<file path="src/rtl/uart_pkg.sv">
// Shared types and constants for the 8N1 UART transmitter.
// The FSM state enum and the frame-shape constants live here.
package uart_pkg;

    typedef enum logic [1:0] {
        IDLE,
        START,
        DATA,
        STOP
    } tx_state_e;

    localparam int unsigned DATA_BITS = 8;
    localparam int unsigned STOP_BITS = 1;

endpackage

</file>
<file path="src/rtl/uart_tx_if.sv">
// Byte-push handshake between a producer and the UART transmitter FIFO.
// A byte transfers on a rising edge where in_valid && in_ready.
interface uart_tx_if;
    import uart_pkg::*;

    logic                 in_valid;
    logic [DATA_BITS-1:0] in_data;
    logic                 in_ready;

    modport master (
        output in_valid,
        output in_data,
        input  in_ready
    );

    modport slave (
        input  in_valid,
        input  in_data,
        output in_ready
    );

endinterface

</file>
<file path="src/rtl/uart_tx_fifo.sv">
// Synchronous power-of-two FIFO feeding the transmitter; a push while full is
// rejected even when a pop happens on the same edge.
module uart_tx_fifo
    import uart_pkg::*;
#(
    parameter int unsigned  DEPTH = 4,
    localparam int unsigned AW    = $clog2(DEPTH)
) (
    input  logic                 uart_clk,
    input  logic                 rst_n,
    input  logic                 push_i,
    input  logic [DATA_BITS-1:0] wdata_i,
    input  logic                 pop_i,
    output logic [DATA_BITS-1:0] rdata_o,
    output logic                 full_o,
    output logic                 empty_o,
    output logic [AW:0]          level_o
);

    localparam logic [AW:0] FullLevel = (AW + 1)'(DEPTH);

    logic [DATA_BITS-1:0] mem_q [DEPTH];
    logic [AW-1:0]        wr_ptr_q, wr_ptr_d;
    logic [AW-1:0]        rd_ptr_q, rd_ptr_d;
    logic [AW:0]          level_q, level_d;
    logic                 push_ok, pop_ok;

    assign full_o  = (level_q == FullLevel);
    assign empty_o = (level_q == '0);
    assign level_o = level_q;
    assign rdata_o = mem_q[rd_ptr_q];

    assign push_ok = push_i && !full_o;
    assign pop_ok  = pop_i && !empty_o;

    always_comb begin
        wr_ptr_d = wr_ptr_q;
        rd_ptr_d = rd_ptr_q;
        level_d  = level_q;
        if (push_ok) begin
            wr_ptr_d = wr_ptr_q + AW'(1);
        end
        if (pop_ok) begin
            rd_ptr_d = rd_ptr_q + AW'(1);
        end
        unique case ({push_ok, pop_ok})
            2'b10:   level_d = level_q + (AW + 1)'(1);
            2'b01:   level_d = level_q - (AW + 1)'(1);
            default: level_d = level_q;
        endcase
    end

    always_ff @(posedge uart_clk or negedge rst_n) begin
        if (!rst_n) begin
            wr_ptr_q <= '0;
            rd_ptr_q <= '0;
            level_q  <= '0;
        end else begin
            wr_ptr_q <= wr_ptr_d;
            rd_ptr_q <= rd_ptr_d;
            level_q  <= level_d;
        end
    end

    // Storage needs no reset: a slot is only read after it has been written.
    always_ff @(posedge uart_clk) begin
        if (push_ok) begin
            mem_q[wr_ptr_q] <= wdata_i;
        end
    end

endmodule

</file>
<file path="src/rtl/uart_tx.sv">
// 8N1 UART transmitter: FIFO-buffered byte input, DIV clocks per serial bit,
// back-to-back frames with no idle gap while the FIFO has data.
module uart_tx
    import uart_pkg::*;
#(
    parameter int unsigned  DIV   = 10,
    parameter int unsigned  DEPTH = 4,
    localparam int unsigned CW    = $clog2(DIV),
    localparam int unsigned LW    = $clog2(DEPTH) + 1
) (
    input  logic          uart_clk,
    input  logic          rst_n,
    uart_tx_if.slave      in_if,
    output logic          tx_data,
    output logic          busy,
    output logic [LW-1:0] level
);

    localparam logic [CW-1:0] CntLoad  = CW'(DIV - 1);
    localparam logic [2:0]    LastData = 3'(DATA_BITS - 1);
    localparam logic [2:0]    LastStop = 3'(STOP_BITS - 1);

    tx_state_e            state_q;
    logic [CW-1:0]        cnt_q;
    logic [DATA_BITS-1:0] shift_q;
    logic [2:0]           bit_idx_q;
    logic                 tx_q;

    logic                 fifo_pop;
    logic                 fifo_full;
    logic                 fifo_empty;
    logic [DATA_BITS-1:0] fifo_rdata;
    logic [LW-1:0]        fifo_level;
    logic                 bit_end;
    logic                 stop_done;

    uart_tx_fifo #(
        .DEPTH (DEPTH)
    ) u_fifo (
        .uart_clk (uart_clk),
        .rst_n    (rst_n),
        .push_i   (in_if.in_valid),
        .wdata_i  (in_if.in_data),
        .pop_i    (fifo_pop),
        .rdata_o  (fifo_rdata),
        .full_o   (fifo_full),
        .empty_o  (fifo_empty),
        .level_o  (fifo_level)
    );

    assign bit_end   = (cnt_q == '0);
    assign stop_done = (state_q == STOP) && bit_end && (bit_idx_q == LastStop);

    // Head byte is taken either from idle or straight out of the last stop bit.
    assign fifo_pop = !fifo_empty && ((state_q == IDLE) || stop_done);

    assign in_if.in_ready = !fifo_full;
    assign tx_data        = tx_q;
    assign level          = fifo_level;
    assign busy           = (state_q != IDLE) || (fifo_level != '0);

    always_ff @(posedge uart_clk or negedge rst_n) begin
        if (!rst_n) begin
            state_q   <= IDLE;
            cnt_q     <= '0;
            shift_q   <= '0;
            bit_idx_q <= '0;
            tx_q      <= 1'b1;
        end else begin
            unique case (state_q)
                IDLE: begin
                    tx_q <= 1'b1;
                    if (!fifo_empty) begin
                        shift_q <= fifo_rdata;
                        tx_q    <= 1'b0;
                        cnt_q   <= CntLoad;
                        state_q <= START;
                    end
                end
                START: begin
                    if (bit_end) begin
                        tx_q      <= shift_q[0];
                        shift_q   <= shift_q >> 1;
                        bit_idx_q <= '0;
                        cnt_q     <= CntLoad;
                        state_q   <= DATA;
                    end else begin
                        cnt_q <= cnt_q - CW'(1);
                    end
                end
                DATA: begin
                    if (bit_end) begin
                        cnt_q <= CntLoad;
                        if (bit_idx_q == LastData) begin
                            tx_q      <= 1'b1;
                            bit_idx_q <= '0;
                            state_q   <= STOP;
                        end else begin
                            tx_q      <= shift_q[0];
                            shift_q   <= shift_q >> 1;
                            bit_idx_q <= bit_idx_q + 3'd1;
                        end
                    end else begin
                        cnt_q <= cnt_q - CW'(1);
                    end
                end
                STOP: begin
                    if (stop_done) begin
                        if (!fifo_empty) begin
                            shift_q <= fifo_rdata;
                            tx_q    <= 1'b0;
                            cnt_q   <= CntLoad;
                            state_q <= START;
                        end else begin
                            tx_q    <= 1'b1;
                            state_q <= IDLE;
                        end
                    end else if (bit_end) begin
                        bit_idx_q <= bit_idx_q + 3'd1;
                        cnt_q     <= CntLoad;
                    end else begin
                        cnt_q <= cnt_q - CW'(1);
                    end
                end
                default: begin
                    tx_q    <= 1'b1;
                    state_q <= IDLE;
                end
            endcase
        end
    end

endmodule

</file>
<file path="src/flat_wrapper.sv">
// flat-port wrapper written by rule: the top's interface ports become plain ports
module uart_tx_flat import uart_pkg::*;
#(
    parameter int unsigned  DIV   = 10,
    parameter int unsigned  DEPTH = 4,
    localparam int unsigned CW    = $clog2(DIV),
    localparam int unsigned LW    = $clog2(DEPTH) + 1
)
  (uart_clk, rst_n, tx_data, busy, level, in_if_in_valid, in_if_in_data, in_if_in_ready);
  uart_tx_if in_if_i ();
  input  logic uart_clk;
  input  logic rst_n;
  output logic tx_data;
  output logic busy;
  output logic [LW-1:0] level;
  input wire logic [$bits(in_if_i.in_valid)-1:0] in_if_in_valid;
  input wire logic [$bits(in_if_i.in_data)-1:0] in_if_in_data;
  output wire logic [$bits(in_if_i.in_ready)-1:0] in_if_in_ready;
  assign in_if_i.in_valid = in_if_in_valid;
  assign in_if_i.in_data = in_if_in_data;
  assign in_if_in_ready = in_if_i.in_ready;
  uart_tx #(.DIV(DIV), .DEPTH(DEPTH)) u_core (.uart_clk(uart_clk), .rst_n(rst_n), .in_if(in_if_i), .tx_data(tx_data), .busy(busy), .level(level));
endmodule
</file>
<file path="config.mk">
export PLATFORM = sky130hd
export DESIGN_NAME = uart_tx_flat
export DESIGN_NICKNAME = d
export VERILOG_FILES = /design/src/rtl/uart_pkg.sv /design/src/rtl/uart_tx_if.sv /design/src/rtl/uart_tx_fifo.sv /design/src/rtl/uart_tx.sv /design/src/flat_wrapper.sv
export SDC_FILE = /design/constraint.sdc
export NUM_CORES = 1
export LEC_CHECK = 0
export CORE_ASPECT_RATIO = 0.75
export CORE_MARGIN = 2
export CORE_UTILIZATION = 49
export DETAILED_ROUTE_END_ITERATION = 8
export PLACE_DENSITY = 0.68
export SYNTH_ARGS = -nofsm -noshare
export SYNTH_HDL_FRONTEND = slang
export SYNTH_HIERARCHICAL = 1
export SYNTH_SLANG_ARGS = --single-unit
</file>
<file path="constraint.sdc">
create_clock -name uart_clk -period 3 [get_ports uart_clk]
set_clock_uncertainty 0.15 [all_clocks]
set_input_delay 0.6 -clock uart_clk [delete_from_list [all_inputs] [get_ports uart_clk]]
set_output_delay 0.6 -clock uart_clk [all_outputs]
set_load 0.005 [all_outputs]
</file>
======== Word-level counts from Yosys, hierarchy flattened ========
Memories as Yosys holds them, arrays and structs flattened.
Cells that the tools add are included.
operators by class
  multiplexer cells ....................... 32
  reduce and logical (&&, ||, !) cells .... 22
  add/subtract/negate cells ............... 6
  equality and inequality tests ........... 15
operators with widths
  cell                 number
  $mux 8               5
  $pmux 8 s4           1
  $mux 3               5
  $mux 4               3
  $pmux 4 s3           1
  $mux 2               5
  $ne 2x1->1 const B   5
  $reduce_and 5->1     2
  $pmux 3 s3           1
  $mux 1               8
  $pmux 2 s4           1
  $add 3x1->3 const B  2
  $eq 2x2->1 const B   3
  $eq 3x3->1 const B   2
  $logic_not 3->1      2
  $ne 2x2->1 const B   3
  $pmux 3 s2           1
  $reduce_bool 3->1    2
  $logic_and 1x1->1    5
  $add 2x1->2 const B  2
  $eq 2x1->1 const B   2
  $logic_not 4->1      1
  $pmux 1 s4           1
  $reduce_and 4->1     1
  other kinds (8)      11
word-level totals
  memories kept ........................... 1
  memory bits (writable) .................. 32
  output and inout bits ................... 6
  bits in registers ....................... 25
  bits of input ports ..................... 11
  word-level logic and storage cells ...... 84
memories
  memory               depth  bits a word  rd ports  clocked after Yosys merged registers in  write ports  RTL line            text
  u_core.u_fifo.mem_q  4      8            1         0                                        1            uart_tx_fifo.sv:22  logic [DATA_BITS-1:0] mem_q [DEPTH];

======== Longest topological paths before layout ========
  depth in word-level cells ............... 8
  gate-level depth with buffers ........... 12
  mapped depth without buffers ............ 12

======== Modules after synthesis ========
The synthesis kept the hierarchy.
modules (own cells, without submodules)
  module        times used  area an instance (µm²)  seq. area each (µm²)  cells an instance
  uart_tx_fifo  1           1592.8                  1136.1                79
  uart_tx       1           1132.3                  451.7                 106

======== Worst setup path after synthesis ========
OpenSTA, ideal clock, no wires.
  kind .................................... flip-flop to flip-flop
  start point ............................. register u_core.cnt_q[0]
  end point ............................... register u_core.u_fifo.level_q[2] (netlist: u_core/u_fifo/level_o[2])
  required time ........................... 2.771 ns
  clock period less this slack ............ 2.530 ns
  setup slack ............................. 0.470 ns
  arrival ................................. 2.301 ns
  cell stages (with the launch flop) ...... 13
  library setup time ...................... 0.079 ns
  path buffers ............................ 0
  path through ............................ dfrtp_1 -> inv_1 -> ha_1 -> nor3b_4 -> a31oi_1 -> nor2_1 -> o31a_2 -> ha_1 -> inv_1 -> fa_1 -> xor2_1 -> nor2_1 -> xor2_1
between the ends
  word-level cells in the longest chain between the ends .. 8
  elaborated cells between the ends (all ways) .. 10
  those cells by class .................... 2 x eq/ne; 1 x mux; 7 x reduce/logical
ends and longest elaborated chain
  what                                                    RTL line            text
  start, declared                                         uart_tx.sv:24       logic [CW-1:0] cnt_q;
  start signal, assigned                                  uart_tx.sv:76       cnt_q <= CntLoad;
  start signal, assigned                                  uart_tx.sv:85       cnt_q <= CntLoad;
  start signal, assigned                                  uart_tx.sv:88       cnt_q <= cnt_q - CW'(1);
  $logic_not 4->1 *                                       uart_tx.sv:51       assign bit_end = (cnt_q == '0);
  $logic_and 1x1->1 * (2 in a row)                        uart_tx.sv:52       assign stop_done = (state_q == STOP) && bit_end && (bit_idx_q == LastStop);
  $logic_or 1x1->1 *                                      uart_tx.sv:55       assign fifo_pop = !fifo_empty && ((state_q == IDLE) || stop_done);
  $logic_and 1x1->1 *                                     uart_tx.sv:55
  net u_core.fifo_pop                                     uart_tx.sv:29       logic fifo_pop;
  $logic_and 1x1->1 *                                     uart_tx_fifo.sv:34  assign pop_ok = pop_i && !empty_o;
  net u_core.u_fifo.pop_ok                                uart_tx_fifo.sv:26  logic push_ok, pop_ok;
  $eq 2x1->1 / $eq 2x2->1 (equally long branches)         uart_tx_fifo.sv:46  unique case ({push_ok, pop_ok})
  $pmux 3 s2 / $reduce_bool 2->1 (equally long branches)  -
  end signal, assigned                                    uart_tx_fifo.sv:61  level_q <= level_d;
  end, declared                                           uart_tx_fifo.sv:25  logic [AW:0] level_q, level_d;
Mark *: on every way through the listed nets, which the timed path passes. The rest lies on a longest branch.
A chain may end at the register's enable or synchronous reset.

======== Worst setup path after layout ========
  start point ............................. register u_core.state_q[0]
  end point ............................... output busy
between the ends
  word-level cells in the longest chain between the ends .. 2
ends and longest elaborated chain
  what                    RTL line            text
  start, declared         uart_tx.sv:23       tx_state_e state_q;
  start signal, assigned  uart_tx.sv:64       state_q <= IDLE;
  start signal, assigned  uart_tx.sv:77       state_q <= START;
  start signal, assigned  uart_tx.sv:86       state_q <= DATA;
  $reduce_bool 2->1       uart_tx.sv:60       assign busy = (state_q != IDLE) || (fifo_level != '0);
  $logic_or 1x1->1        uart_tx.sv:60
  end, declared           flat_wrapper.sv:14  output logic busy;
Every way passes these cells.

==> impl_metrics.env <==
export IMPL_synth_compound_area_frac=0.0670
export IMPL_grt_max_degree=26
export IMPL_drv_cap=0
export IMPL_vias_per_cell=5.39
export IMPL_cts_tree="done"
export IMPL_cts_buffers=9
export IMPL_worstPathMaxFanout=4
export IMPL_port_buffers=16
export IMPL_crit_arrival_ns=2.16
export IMPL_dp_hpwl_um=3360
export IMPL_fin_crit_ns=2.91
export IMPL_clockPowerShare=0.219
export IMPL_p_sw_mw=1.30
export IMPL_synth_xor_area_frac=0.0193
export IMPL_slew_viol_final=0
export IMPL_power_density_mw_per_mm2=1190
export IMPL_wl_per_cell_um=17.0
export IMPL_setup_viol=0
export IMPL_swShare=0.338
export IMPL_clkSinkCount=57
export IMPL_cp_start_kind="flip-flop"
export IMPL_synth_fa_ha_area_frac=0.0716
export IMPL_drive_gt1_frac=0.250
export IMPL_core_sq_mm=0.00535
export IMPL_hold_class="reg -> reg"
export IMPL_hold_violations=0
export IMPL_synth_top_flop_cell="edfxtp_1"
export IMPL_seq_area_frac_synth=0.583
export IMPL_synth_common_cells="edfxtp_1, dfrtp_1, inv_1"
export IMPL_muxShareOfSynthArea=0.156
export IMPL_synth_top_family_by_area="multiplexers"
export IMPL_fmax_ghz=0.343
export IMPL_path_clk_slew_ns=0.06
export IMPL_rows=23
export IMPL_power_frac_comb=0.435
export IMPL_synthSimpleGateAreaFrac=0.0680
export IMPL_synth_cell_type_count=46
export IMPL_num_nets_final=237
export IMPL_ys_ff_latch=57
export IMPL_grt_pass1_wl_um=8200
export IMPL_drt_iter0_markers=127
export IMPL_yosys_cell_count_top_type="edfxtp_1"
export IMPL_setup_tns_final_ns=0
export IMPL_yosysTopAreaCellShare=0.353
export IMPL_syn_nets=211
export IMPL_clk_path_buf_depth=2
export IMPL_end_kind="output pin"
export IMPL_synth_area_leaders="edfxtp_1, dfrtp_1, mux4_2, ha_1, mux2_2"
export IMPL_antenna_cells=0
export IMPL_intPower_mw=2.54
export IMPL_antenna_found_initial=0
export IMPL_overflow=0
export IMPL_yosysWarnings=6
export IMPL_rsz0062_at_grt="false"
export IMPL_nFillCells=422
export IMPL_firstDrtPassIters=4
export IMPL_dieWidth_um=90.1
export IMPL_fin_crit_sh=0.971
export IMPL_area_growth_pct=18.4
export IMPL_grt_usage=0.184
export IMPL_p_leak_nw=1.28
export IMPL_max_slew_margin_rel=0.589
export IMPL_synth_area_sq_mm=0.00273
export IMPL_clockRootBuffer="clkbuf_8"
export IMPL_crit_type="reg -> out"
export IMPL_first_global_vias=1638
export IMPL_grt_util_met2=0.309
export IMPL_die_h_um=68.6
export IMPL_synth_edff_count=32
export IMPL_ys_async_sr_fraction=0.439
export IMPL_htree_levels=3
export IMPL_dieArea_sq_mm=0.00618
export IMPL_crit_required_ns=2.25
export IMPL_avgSynthCellArea_sq_um=14.7
export IMPL_grtUsageMet1=0.220
export IMPL_drc=0
export IMPL_postRouteAntennaNets=0
export IMPL_clock_latency_ns=0.33
export IMPL_grt_busiest_layer="met2"
export IMPL_wl_um=4930
export IMPL_finalPower_mw=3.83
export IMPL_yosysTopAreaCell="edfxtp_1"
export IMPL_syn_inst=185
export IMPL_via_count=1568
export IMPL_met3_usage=0.0630
export IMPL_gp_congestion=0.806
export IMPL_peakVddDrop_mv=0.642
export IMPL_status="complete, no violations"
export IMPL_start_util=0.509
export IMPL_io_pins=17
export IMPL_p_seq_frac=0.346
export IMPL_tightest_slew_ns=0.617
## area by class of cell
type	count	area, sq um	share of cell area
inverter	17	63.8	0.0198
clock inverter	6	106	0.0330
multi-input combinational	104	1040	0.323
timing repair buffer	22	205	0.0636
tap	75	93.8	0.0291
clock buffer	10	128	0.0396
sequential	57	1590	0.492
## final timing paths
| kind | start | end | slack (ns) | cells past startpoint |
|---|---|---|---|---|
| worst min register to register | u_core/shift_q[5]$_DFFE_PN0P_ | u_core/shift_q[5]$_DFFE_PN0P_ | 0.34 | 1 |
| min in group asynchronous | rst_n | u_core/shift_q[2]$_DFFE_PN0P_ | 0.49 | 2 |
| worst min-delay path | u_core/shift_q[5]$_DFFE_PN0P_ | u_core/shift_q[5]$_DFFE_PN0P_ | 0.34 | 1 |
| max in group asynchronous | rst_n | u_core/tx_data$_DFFE_PN1P_ | 1.91 | 2 |
| worst max-delay path | u_core/state_q[0]$_DFFE_PN0P_ | busy | 0.09 | 4 |
| worst max register to register | u_core/cnt_q[0]$_DFF_PN0_ | u_core/u_fifo/level_o[2]$_DFFE_PN0P_ | 0.27 | 12 |
## stage by stage
stage	hold slack [ns]	utilization	instances	setup slack, ns	instance area, sq um
2_1_floorplan	0.154	-	185	0.470	2730
3_3_place_gp	0.314	0.556	273	0.348	2980
6_report	0.337	0.603	291	0.0856	3230
3_5_place_dp	0.329	0.556	273	0.220	2980
5_1_grt	0.358	0.603	291	0.0171	3230
4_1_cts	0.344	0.600	289	0.0693	3210
## kinds of logic after synthesis
kind of cell,count (synthesis)
DFF,57
muxes,30
xor gates and xnor gates,6
adders and majority gates,15
and+or+nand+nor,27
buffers and inverters,24
AOI/OAI and AO/OA,26
## timing repair
item,4_1_cts,5_1_grt
setup buffers,0,2
hold buffers,0,0
setup endpoints to repair,0,1
resized for setup,0,0
## state kept, by name, summed over array words and instances (netlist names)
signal                  cells
u_core/bit_idx_q            3
u_core/cnt_q                4
u_core/shift_q              8
u_core/state_q              2
u_core/tx_data              1
u_core/u_fifo/level_o       3
u_core/u_fifo/mem_q        32
u_core/u_fifo/rd_ptr_q      2
u_core/u_fifo/wr_ptr_q      2
## layout by cell type, fill, tap and decap left out, types with 4 or more instances in the layout
master | netlist | final
and2_2 | 4 | 4
mux4_2 | 8 | 8
a21oi_1 | 5 | 5
edfxtp_1 | 32 | 32
clkbuf_8 | 0 | 9
mux2i_1 | 5 | 5
nor2_1 | 5 | 5
nand2_1 | 4 | 4
dfrtp_1 | 24 | 24
ha_1 | 14 | 14
inv_1 | 17 | 17
mux2_2 | 14 | 14
clkdlybuf4s50_1 | 0 | 16
buf_4 | 1 | 6
o21ai_0 | 5 | 5
## layer usage
layer / up-vias / wire length [um]
li1: 735 / -
met3: 6 / 232
met5: - / 0
met2: 39 / 2360
met1: 788 / 2280
met4: 0 / 60
## critical path: stages, from the launching register on
cell             delay, ns
dfrtp_1               0.41
inv_1                 0.14
ha_1                  0.22
or4b_2                0.60
clkdlybuf4s50_1       0.47
## power by group through the flow
stage / Sequential [mW] / Clock, mW / Combinational (mW)
floorplan: 1.24 / 0 / 1.31
global placement: 1.32 / 0 / 1.55
detailed placement: 1.35 / 0 / 1.63
CTS: 1.33 / 0.858 / 1.64
global route: 1.37 / 0.891 / 1.84
finish: 1.33 / 0.838 / 1.67
Note: power is estimated with default switching activity, not from simulation.
